===== config.mk =====
export PLATFORM = sky130hd
export DESIGN_NAME = pipe_stage_skid
export DESIGN_NICKNAME = d
export VERILOG_FILES = /design/src/rtl/pipe_stage_skid.sv
export SDC_FILE = /design/constraint.sdc
export NUM_CORES = 1
export LEC_CHECK = 0
export BUFFER_PORTS_ARGS = -buffer_cell sky130_fd_sc_hd__buf_2
export CORE_UTILIZATION = 40
export CTS_CLUSTER_DIAMETER = 40
export DETAILED_ROUTE_END_ITERATION = 16
export HOLD_SLACK_MARGIN = 0.06
export PLACE_DENSITY = 0.7
export SLEW_MARGIN = 20
export SYNTH_ARGS = -nofsm -noshare
export SYNTH_HDL_FRONTEND = slang
export SYNTH_SLANG_ARGS = --single-unit

===== constraint.sdc =====
create_clock -name clk -period 2 [get_ports clk]
set_input_delay 0.3 -clock clk [delete_from_list [all_inputs] [get_ports clk]]
set_output_delay 0.3 -clock clk [all_outputs]
set_load 0.05 [all_outputs]

===== src/rtl/pipe_stage_skid.sv =====
// pipe_stage_skid: reusable pipeline stage register with a two-entry skid
// buffer, registered valid/ready handshake, bubble-injecting flush and a
// saturating back-pressure counter.
module pipe_stage_skid #(
  parameter int unsigned       WIDTH  = 70,
  parameter logic [WIDTH-1:0]  BUBBLE = {WIDTH{1'b0}},
  parameter int unsigned       CNT_W  = 16
) (
  input  logic             clk,
  input  logic             rst,
  input  logic             in_valid,
  output logic             in_ready,
  input  logic [WIDTH-1:0] in_data,
  output logic             out_valid,
  input  logic             out_ready,
  output logic [WIDTH-1:0] out_data,
  input  logic             flush,
  output logic [CNT_W-1:0] stall_cnt
);

  // Occupancy: EMPTY, ONE (main only), FULL (main + skid).
  typedef enum logic [1:0] {
    ST_EMPTY = 2'd0,
    ST_ONE   = 2'd1,
    ST_FULL  = 2'd2
  } state_e;

  state_e             state_q, state_d;
  logic [WIDTH-1:0]   main_q, main_d;
  logic [WIDTH-1:0]   skid_q, skid_d;
  logic               out_valid_q, out_valid_d;
  logic               in_ready_q, in_ready_d;
  logic [CNT_W-1:0]   stall_q, stall_d;

  logic               in_fire;
  logic               out_fire;

  // Handshakes are qualified only by registered flags, so in_ready never
  // depends combinationally on out_ready.
  assign in_fire   = in_valid & in_ready_q;
  assign out_fire  = out_valid_q & out_ready;

  assign in_ready  = in_ready_q;
  assign out_valid = out_valid_q;
  assign out_data  = main_q;
  assign stall_cnt = stall_q;

  // Next-state, payload movement and flag decode.
  always_comb begin
    state_d     = state_q;
    main_d      = main_q;
    skid_d      = skid_q;
    out_valid_d = out_valid_q;
    in_ready_d  = in_ready_q;
    stall_d     = stall_q;

    unique case (state_q)
      ST_EMPTY: begin
        if (in_fire) begin
          state_d = ST_ONE;
          main_d  = in_data;
        end
      end
      ST_ONE: begin
        if (in_fire && out_fire) begin
          main_d = in_data;
        end else if (in_fire) begin
          state_d = ST_FULL;
          skid_d  = in_data;
        end else if (out_fire) begin
          state_d = ST_EMPTY;
          main_d  = BUBBLE;
        end
      end
      ST_FULL: begin
        if (out_fire) begin
          state_d = ST_ONE;
          main_d  = skid_q;
          skid_d  = BUBBLE;
        end
      end
      default: begin
        // Unreachable encoding: recover to a clean empty stage.
        state_d = ST_EMPTY;
        main_d  = BUBBLE;
        skid_d  = BUBBLE;
      end
    endcase

    // Flush discards held entries and the payload offered this cycle.
    if (flush) begin
      state_d = ST_EMPTY;
      main_d  = BUBBLE;
      skid_d  = BUBBLE;
    end

    out_valid_d = (state_d != ST_EMPTY);
    in_ready_d  = (state_d != ST_FULL);

    // Count back-pressured cycles on pre-edge values, saturating.
    if (out_valid_q && !out_ready && (stall_q != {CNT_W{1'b1}})) begin
      stall_d = stall_q + CNT_W'(1);
    end
  end

  // State and payload registers; reset behaves as flush plus counter clear.
  always_ff @(posedge clk) begin
    if (rst) begin
      state_q     <= ST_EMPTY;
      main_q      <= BUBBLE;
      skid_q      <= BUBBLE;
      out_valid_q <= 1'b0;
      in_ready_q  <= 1'b1;
      stall_q     <= '0;
    end else begin
      state_q     <= state_d;
      main_q      <= main_d;
      skid_q      <= skid_d;
      out_valid_q <= out_valid_d;
      in_ready_q  <= in_ready_d;
      stall_q     <= stall_d;
    end
  end

endmodule


==> out/qor.txt <==
Setup Fix Bufs, Post-CTS -> 0
Register bit total from synthesis -> 160
Routed wire per std cell -> 18.1 um
Ys flop type -> dfxtp_1
Clk sinks -> 160
Cell Area, Placed -> 0.00769 mm^2
Final hold violation count -> 0
Fin. max-slew vios -> 0
Worst-path fanout max -> 7
RSZ-0062 raised after global routing -> false
Pin count of the biggest net entering global routing -> 72
Post-synthesis adder-cell area fraction -> 0.191%
Clock-pin slew on the worst setup and hold paths -> 0.07 ns
Hold/Removal Path Class -> in2reg
Synth top area share -> 48.8%
Fillers -> 1474
Gp weighted congestion -> 0.764
Die area -> 0.0169 mm^2
Seq/Total Area, Yosys -> 48.8%
Initial core utilization -> 41.2%
Post-synthesis compound-gate area fraction -> 31.5%
Crit path DAT -> 2.20 ns
Post-Route WL -> 18900 um
Main area contributors after synthesis -> dfxtp_1, nand4b_1, o2bb2ai_1
Nature of the critical path startpoint -> register
FFs w/ async S/R, synth -> 0%
Total iterations of the first detailed-routing run -> 5
CTS tree -> yes
Min cycle time layout -> 1.85 ns
Die Ht -> 130 um
Initial antenna violation count -> 2
Root buffer cell -> clkbuf_16
Final setup violation count -> 0
Worst Clk Skew -> 0.0129 ns
Std cell rows -> 46
Total CTS buffers -> 17
Post-route cell area -> 0.00834 mm^2
Yosys warnings -> 0
Fraction of layout cells with a size suffix above 1 -> 29.8%
Max cap viols -> 0
Resized cells post-CTS -> 0
Synth Area per Inst -> 9.57 um^2
Initial DRC count -> 493
CP max-delay cell -> or4b_4
# IOs -> 163
Post-Route Setup TNS -> 0 ns
Grt ovf -> 0
Maximum clock insertion buffer count -> 2
Overall via count from detail_route -> 6178
First-pass GRT wire length -> 30300 um
Synthesized netlist cell count -> 686
NumNets Final -> 891
Largest family of logic cells by synthesized area -> compound AO/OA/AOI/OAI gates
Detailed placement HPWL -> 11200 um
DRC errors left -> 0
Core region area -> 0.0159 mm^2
Leak -> 3.07 nW
Overall Global Routing Usage -> 22.7%
Mux share of post-synthesis cell area -> 0.305%
Area grow syn2layout -> 27.0%
CP cell instances -> nand4_1 -> or4b_4 -> or4_1 -> a21oi_1
Post-synthesis instance area -> 0.00657 mm^2
Die width -> 130 um
Slew @ Worst Pin -> 0.548 ns
Clk_lat worst skew -> 0.43 ns
Max incr delay on CP -> 0.56 ns
Most frequent cells in the layout -> buf_2, dfxtp_1, a21oi_1
Rel. slew slack -> 63.5%
PortBufs -> 162
PD cells -> 917 mW/mm^2
Simple-gate share of the synthesized area -> 13.9%
Vias/cell -> 5.91
CTS HTree Levels -> 4
Post-synth EDFFs -> 0
DRT antenna net count -> 0
Setup crit end kind -> register
Cell taking the most area after synthesis -> dfxtp_1
Number of global-route vias before repair -> 5852
WP data required -> 2.35 ns
Setup CP Type -> reg2reg
Synth cell types -> 40
Status -> finished clean
Syn Nets -> 762
FMAX -> 0.541 GHz
Peak supply drop -> 0.000622 V
# hold bufs at CTS -> 0
Period utilization -> 92.3%
Synth Area in XOR/XNOR -> 0.400%
Most common cell after layout, fill and taps aside -> buf_2
-- path summary, 6_finish.rpt --
check	slack, ns	start	cells after the start	to
min reg2reg	0.45	out_data[9]$_SDFFE_PP0P_	1	out_data[9]$_SDFFE_PP0P_
max reg2reg	0.15	stall_cnt[5]$_SDFFE_PP0P_	4	stall_cnt[15]$_SDFFE_PP0P_
min	0.15	in_data[45]	3	skid_q[45]$_SDFFE_PP0P_
max	0.15	stall_cnt[5]$_SDFFE_PP0P_	4	stall_cnt[15]$_SDFFE_PP0P_
-- sequential cells by signal, summed over array words and instances, names as in the netlist --
signal,count
out_valid,1
out_data,70
stall_cnt,16
state_q,2
in_ready,1
skid_q,70
-- synthesized netlist by cell type (4+ instances only) --
| cell type | n |
|---|---|
| a21oi_1 | 84 |
| o21ai_0 | 44 |
| dfxtp_1 | 160 |
| a22oi_1 | 69 |
| o2bb2ai_1 | 70 |
| nand4_1 | 4 |
| o31ai_1 | 5 |
| nand3_1 | 4 |
| or3_1 | 9 |
| nand4b_1 | 71 |
| clkbuf_1 | 63 |
| buf_2 | 11 |
| o21ai_1 | 35 |
| nor2_1 | 8 |
| buf_1 | 5 |
| or4_1 | 5 |
| nand2_1 | 10 |
-- layer usage --
layer / vias up / track usage [%] / routed length, um
li1: 2937 / - / -
met4: 0 / 8.28 / 230
met1: 2982 / 28.9 / 8530
met3: 18 / 6.03 / 1350
met2: 241 / 36.8 / 8790
met5: - / 0 / 0
-- worst max-delay path: cells and delay by family, from the launching register on --
family | cells | cell delay [ns]
and+or+nand+nor | 3 | 1.26
DFF | 1 | 0.37
AOI/OAI and AO/OA | 1 | 0.15
-- cell families after synthesis --
kind of cell / Yosys count
AOI/OAI and AO/OA: 316
xor gates and xnor gates: 3
muxes: 2
adders and majority gates: 1
buffers and inverters: 82
and+or+nand+nor: 122
DFF: 160
-- area by class of cell --
| class | instances | area (um^2) | share of cell area, % |
|---|---|---|---|
| Antenna cell | 2 | 5.00 | 0.0600 |
| Clock buffer | 18 | 429 | 5.14 |
| Clock inverter | 14 | 215 | 2.58 |
| Inverter | 3 | 11.3 | 0.135 |
| Multi-Input combinational cell | 444 | 3090 | 37.0 |
| Sequential cell | 160 | 3220 | 38.6 |
| Tap cell | 216 | 270 | 3.24 |
| Timing Repair Buffer | 189 | 1100 | 13.2 |
-- where the power goes --
part / switching (W) / internal (W)
clock network: 0.00135 / 0.00221
logic: 0.000568 / 0.000235
registers: 0.0000394 / 0.00325
-- metrics by stage --
step                total power, W  util (%)  std cells  hold slack (ns)  worst slack [ns]
floorplan                  0.00385         -        686            0.450           0.00322
global placement           0.00416      48.3       1012            0.440             0.128
detailed placement         0.00416      48.3       1012            0.441             0.125
CTS                        0.00772      52.3       1044            0.140             0.149
global route               0.00793      52.3       1045            0.147            0.0866
finish                     0.00765      52.3       1046            0.154             0.153
No activity file was read; power rests on OpenSTA's default activity.
